`src/rtl/ff_bank_multimode_if.sv`:
```
// rtl/ff_bank_multimode_if.sv - control/data bundle for ff_bank_multimode (toggle_cnt with FF_BANK_TOGGLE_CNT_EN)
interface ff_bank_multimode_if #(
    parameter int WIDTH = 4
`ifdef FF_BANK_TOGGLE_CNT_EN
    ,
    parameter int CNT_W = 8
`endif
);
    logic                 en;
    logic [2*WIDTH-1:0]   mode;
    logic [WIDTH-1:0]     a;
    logic [WIDTH-1:0]     b;
    logic                 err_clr;
    logic [WIDTH-1:0]     q;
    logic [WIDTH-1:0]     qbar;
    logic [WIDTH-1:0]     err;
`ifdef FF_BANK_TOGGLE_CNT_EN
    logic [CNT_W-1:0]     toggle_cnt;

    modport master (output en, mode, a, b, err_clr, input q, qbar, err, toggle_cnt);
    modport slave  (input en, mode, a, b, err_clr, output q, qbar, err, toggle_cnt);
`else
    modport master (output en, mode, a, b, err_clr, input q, qbar, err);
    modport slave  (input en, mode, a, b, err_clr, output q, qbar, err);
`endif
endinterface

```
`src/rtl/ff_bank_multimode.sv`:
```
// rtl/ff_bank_multimode.sv - per-bit D/RS/JK/T flip-flop bank; FF_BANK_TOGGLE_CNT_EN adds a saturating transition counter
module ff_bank_multimode #(
    parameter int                 WIDTH   = 4,
    parameter logic [WIDTH-1:0]   RESET_Q = '0,
    parameter int                 CNT_W   = 8
) (
    input  logic              clk,
    input  logic              clear,
    ff_bank_multimode_if.slave bus
);
    localparam logic [1:0] MODE_D  = 2'b00;
    localparam logic [1:0] MODE_RS = 2'b01;
    localparam logic [1:0] MODE_JK = 2'b10;
    localparam logic [1:0] MODE_T  = 2'b11;

    if (WIDTH < 1 || CNT_W < 1) begin : g_param_check
        $error("ff_bank_multimode: WIDTH and CNT_W must be >= 1");
    end

    logic [WIDTH-1:0] q_r;
    logic [WIDTH-1:0] err_r;
    logic [WIDTH-1:0] q_next;
    logic [WIDTH-1:0] forbidden;

    always_comb begin
        q_next    = q_r;
        forbidden = '0;
        for (int i = 0; i < WIDTH; i++) begin
            case (bus.mode[2*i +: 2])
                MODE_D:  q_next[i] = bus.a[i];
                MODE_RS: begin
                    case ({bus.a[i], bus.b[i]})
                        2'b10:   q_next[i] = 1'b1;
                        2'b01:   q_next[i] = 1'b0;
                        2'b11:   forbidden[i] = 1'b1;
                        default: q_next[i] = q_r[i];
                    endcase
                end
                MODE_JK: begin
                    case ({bus.a[i], bus.b[i]})
                        2'b10:   q_next[i] = 1'b1;
                        2'b01:   q_next[i] = 1'b0;
                        2'b11:   q_next[i] = ~q_r[i];
                        default: q_next[i] = q_r[i];
                    endcase
                end
                MODE_T:  q_next[i] = q_r[i] ^ bus.a[i];
                default: q_next[i] = q_r[i];
            endcase
        end
    end

    // A fresh forbidden input outranks err_clr on the same edge.
    always_ff @(posedge clk) begin
        if (clear) begin
            q_r   <= RESET_Q;
            err_r <= '0;
        end else begin
            if (bus.en) begin
                q_r <= q_next;
            end
            err_r <= (bus.err_clr ? '0 : err_r) | (bus.en ? forbidden : '0);
        end
    end

    assign bus.q    = q_r;
    assign bus.qbar = ~q_r;
    assign bus.err  = err_r;

`ifdef FF_BANK_TOGGLE_CNT_EN
    logic [CNT_W-1:0] cnt_r;

    always_ff @(posedge clk) begin
        if (clear) begin
            cnt_r <= '0;
        end else if (bus.en && (q_next != q_r) && (cnt_r != {CNT_W{1'b1}})) begin
            cnt_r <= cnt_r + 1'b1;
        end
    end

    assign bus.toggle_cnt = cnt_r;
`endif
endmodule

```
`src/flat_wrapper.sv`:
```
// flat-port wrapper written by rule: the top's interface ports become plain ports
module ff_bank_multimode_flat 
#(
    parameter int                 WIDTH   = 4,
    parameter logic [WIDTH-1:0]   RESET_Q = '0,
    parameter int                 CNT_W   = 8
)
  (clk, clear, bus_en, bus_mode, bus_a, bus_b, bus_err_clr, bus_q, bus_qbar, bus_err);
  ff_bank_multimode_if #(.WIDTH(WIDTH)) bus_i ();
  input  logic clk;
  input  logic clear;
  input wire logic [$bits(bus_i.en)-1:0] bus_en;
  input wire logic [$bits(bus_i.mode)-1:0] bus_mode;
  input wire logic [$bits(bus_i.a)-1:0] bus_a;
  input wire logic [$bits(bus_i.b)-1:0] bus_b;
  input wire logic [$bits(bus_i.err_clr)-1:0] bus_err_clr;
  output wire logic [$bits(bus_i.q)-1:0] bus_q;
  output wire logic [$bits(bus_i.qbar)-1:0] bus_qbar;
  output wire logic [$bits(bus_i.err)-1:0] bus_err;
  assign bus_i.en = bus_en;
  assign bus_i.mode = bus_mode;
  assign bus_i.a = bus_a;
  assign bus_i.b = bus_b;
  assign bus_i.err_clr = bus_err_clr;
  assign bus_q = bus_i.q;
  assign bus_qbar = bus_i.qbar;
  assign bus_err = bus_i.err;
  ff_bank_multimode #(.WIDTH(WIDTH), .RESET_Q(RESET_Q), .CNT_W(CNT_W)) u_core (.clk(clk), .clear(clear), .bus(bus_i));
endmodule
```
`config.mk`:
```
export PLATFORM = sky130hd
export DESIGN_NAME = ff_bank_multimode_flat
export DESIGN_NICKNAME = d
export VERILOG_FILES = /design/src/rtl/ff_bank_multimode_if.sv /design/src/rtl/ff_bank_multimode.sv /design/src/flat_wrapper.sv
export SDC_FILE = /design/constraint.sdc
export NUM_CORES = 1
export LEC_CHECK = 0
export ABC_AREA = 1
export BUFFER_PORTS_ARGS = -buffer_cell sky130_fd_sc_hd__buf_2
export CAP_MARGIN = 20
export CORE_MARGIN = 2
export CORE_UTILIZATION = 48
export CTS_CLUSTER_DIAMETER = 100
export CTS_CLUSTER_SIZE = 16
export DETAILED_ROUTE_END_ITERATION = 8
export PLACE_DENSITY_LB_ADDON = 0.08
export REMOVE_ABC_BUFFERS = 1
export SETUP_SLACK_MARGIN = 0.05
export SLEW_MARGIN = 0
export SYNTH_ARGS = -nofsm -noshare
export SYNTH_HDL_FRONTEND = slang
export SYNTH_SLANG_ARGS = --single-unit
export TNS_END_PERCENT = 5
```
`constraint.sdc`:
```
create_clock -name clk -period 1.75 [get_ports clk]
set_input_delay 0.175 -clock clk [delete_from_list [all_inputs] [get_ports clk]]
set_output_delay 0.175 -clock clk [all_outputs]
set_load 0.02 [all_outputs]
```
After elaboration in Yosys (flattened, before gate mapping)
Index checks and enable logic that the tools add are counted.

Reductions and logical operators: 8. Eq/ne operators: 32. Mux-type cells: 22. Bitwise logic cells: 10.

Operators with widths (count): $eq A2 B2 Y1 const B (16); $eq A2 B1 Y1 const B (8); $ne A4 B1 Y1 const B (4); $pmux W1 S4 (4); $ne A3 B1 Y1 const B (4); $pmux W1 S3 (4); $reduce_and A3 Y1 (4); $logic_not A2 Y1 (4); $mux W1 (8); $mux W4 (2); $pmux W1 S2 (4); $not A1 Y1 (4); $not A4 Y4 (1); $or A4 B4 Y4 (1); $xor A1 B1 Y1 (4).

Register bits: 8. Word-level logic and storage cells: 77. Output and inout port bits: 12.

Longest topological paths before layout
Word-level depth: 5. Depth in mapped cells: 8. Gate-level depth less buffers: 8.

Worst setup path before layout
No wires, ideal clock.

Path type: reg2reg. Start point: reg u_core.q_r[0] (netlist: u_core.bus.q[0]). End point: reg u_core.q_r[0] (netlist: u_core.bus.q[0]). Clock period less this slack: 1085 ps. Data required time: 1680 ps. Cell stages (with the launch flop): 7. Path buffers: 0. Arrival time: 1015 ps. Setup slack: 665 ps. Cells stage by stage: dfxtp_1 inv_1 nand2_1 nand3b_1 nand3_1 nand3_1 a21oi_1.

Cells in the longest elaborated chain, start to end: 3. Elaborated cells between the ends (all ways): 4. Those cells by class: mux: 2; bitwise: 2.

RTL lines: start, declared (line ff_bank_multimode.sv:20) `logic [WIDTH-1:0] q_r;`; start signal, assigned (line ff_bank_multimode.sv:60) `q_r <= q_next;`; $not A1 Y1 (line ff_bank_multimode.sv:43) `2'b11: q_next[i] = ~q_r[i];`; $pmux W1 S3 (line ff_bank_multimode.sv:40) `case ({bus.a[i], bus.b[i]})`; $pmux W1 S4 (*) (line ff_bank_multimode.sv:29) `case (bus.mode[2*i +: 2])`.

Every way passes the cells marked *; elsewhere a longest branch is shown, timed or not. A chain may end at the register's enable or synchronous reset.

Worst setup path in the final report
Start point: reg u_core.q_r[0] (netlist: u_core.bus.q[0]). End point: out bus_qbar[0].

Cells in the longest elaborated chain, start to end: 1.

RTL lines: $not A4 Y4 (line ff_bank_multimode.sv:67) `assign bus.qbar = ~q_r;`; end, declared (line flat_wrapper.sv:18) `output wire logic [$bits(bus_i.qbar)-1:0] bus_qbar;`.

Every way passes these cells.

==> run metrics <==
global route overflow 0; mean routed wirelength per cell 9.68 um; largest net degree at the start of global routing 11; Post-CTS Hold Fix Bufs 0; IO buf count 31; Clock Skews 0 ns; Leak 0.491 nW; drt first pass iters 4; flip-flop and latch area between 150 and 200 sq um; Synth Cell Area 696 sq um; first-pass GRT wire length 2850 um; IO Pins 32; final hold slack 0.174 ns; number of fill cells about 130; max-cap viol count 0; later-pin clock latency in the skew report ~0.25 ns; kind of critical path reg -> out; critical path arrival between 0.8 and 0.9 ns; Peak Freq 957 MHz; PD cells roughly 550 mW/mm^2; hold crit path type in -> reg; gr usage total 20.4%; grt met2 use 34.7%; Fin Setup TNS 0 ns; H-Tree Depth 1; die area 0.00177 sq mm; ant diodes 0; CP Cell Sequence inv_1 -> buf_2; Worst setup EP type primary output; Final min period 1.04 ns; die width between 40 and 50 um; status finished, final reports clean; CP peak stage delay 0.39 ns; met3 Resource Use GR between 7 and 8%; post-cts resize count 0; CTS clock-pin slew for the worst setup and hold paths 0.05 ns; GR Util met1 23.0%; clock buffer count from CTS 3; TritonCTS clock tree done; Initial Util roughly 52%; Sinks on Clock Net 8; period utilization 59.7%; most frequent cells in the layout buf_2, inv_1, nand2_1, nand3_1, nor2_1; Yosys reg bits 8; unrepaired setup endpoints after global routing no; vias in the first global route around 740; layout cells sized above 1 22.4%; register area share after synthesis 23.0%; vias 836; Mean Syn Cell Area 5.85 sq um; Startpoint Class register; FP Rows 13; synthesis warning total 0; CP Max Fanout 5; initial antenna violation count 0; Clk Tree Root Cell clkbuf_4; via/cell ratio 5.01; fin. max-slew vios 0; Residual DRC 0; Hold Fails Final Rpt 0; WHS Path Cells 2; RePlAce Congestion about 0.9; Critical Path RT 1.57 ns; post-synthesis instance total 119; DRT iter0 DRCs 16; GR peak layer met2; post-route ant nets 0; area taken by multi-input logic gates 430 sq um; DP HPWL approximately 1300 um; Max VDD drop about 0.39 mV; core area approximately 0.0013 sq mm; Worst Tran Pin Value around 0.27 ns; CTS Buffer Depth 2; worst r2r path cells 6; Synth cell types 13; post-CTS setup buffer count 0; Slew headroom 82.2%; commonest non-fill, non-tap cell in the layout buf_2; Layout Nets 180; Slowest-stage cell, CP dfxtp_1; final wirelength 1620 um; DIE HEIGHT 42.1 um; setup violators final 0; area growth from synthesis to final layout 27.2%
-- cells by family after synthesis --
group                      count (synthesis)  synth area share (%)
buffers and inverters                     27                  15.1
adders and majority gates                  6                  10.8
AOI/OAI and AO/OA                         18                  13.7
and+or+nand+nor                           60                  37.4
DFF                                        8                  23.0
-- area by class of cell --
| type | instances | share of cell area (%) |
|---|---|---|
| repair buffers | 31 | 17.5 |
| flip-flops and latches | 8 | 18.1 |
| inverters | 26 | 11.0 |
| clock buffers | 3 | 2.55 |
| well taps | 15 | 2.12 |
| multi-input cells | 84 | 48.7 |
-- path summary, 6_finish.rpt --
check | startpoint | endpoint | slack, ns
setup / recovery | u_core.bus.q[0] | bus_qbar[0] | 0.71
hold / removal | clear | u_core.bus.q[1] | 0.17
setup reg to reg | u_core.bus.q[0] | u_core.bus.q[0] | 0.82
hold reg to reg | u_core.bus.err[1] | u_core.bus.err[1] | 0.47
-- synthesized netlist by cell type --
cell type / instances / area [sq um]
o211ai_1: 2 / 15.0
nor3_1: 2 / 10.0
nand3b_1: 2 / 15.0
nand3_1: 16 / 80.1
nand2_1: 26 / 97.6
dfxtp_1: 8 / 160
ha_1: 6 / 75.1
o21ai_0: 8 / 40.0
nor2_1: 12 / 45.0
buf_4: 1 / 7.51
nand4_1: 2 / 12.5
inv_1: 26 / 97.6
a21oi_1: 8 / 40.0
-- per-layer routing --
metal  share of wire [%]  vias to the layer above
met2                  48                       34
met5                   0                        -
met1                  44                      356
met4                0.37                        0
met3                 8.4                        2
li1                    -                      444
-- registers in the layout (all words and copies together) (netlist names) --
| register | cells |
|---|---|
| u_core.bus.err | 4 |
| u_core.bus.q | 4 |
-- per-stage QoR --
step	cell area, sq um	worst slack (ns)	cells	util [%]	total power [mW]
after floorplan	688	0.665	118	-	0.289
after global placement	862	0.662	164	64.6	0.348
after detailed placement	862	0.587	164	64.6	0.354
after CTS	885	0.698	167	66.3	0.499
after global routing	885	0.639	167	66.3	0.534
final	885	0.705	167	66.3	0.491
-- report_power, final --
| part | switching [mW] | internal [mW] | total (mW) |
|---|---|---|---|
| registers | 0.00709 | 0.190 | 0.198 |
| logic | 0.0938 | 0.0582 | 0.152 |
| clock network | 0.0626 | 0.0785 | 0.141 |
-- critical path, delay by kind of cell, from the launching register on --
family   cells  cell delay, ns
buf+inv      2            0.23
flops        1            0.39
Note: power is estimated with default switching activity, not from simulation.
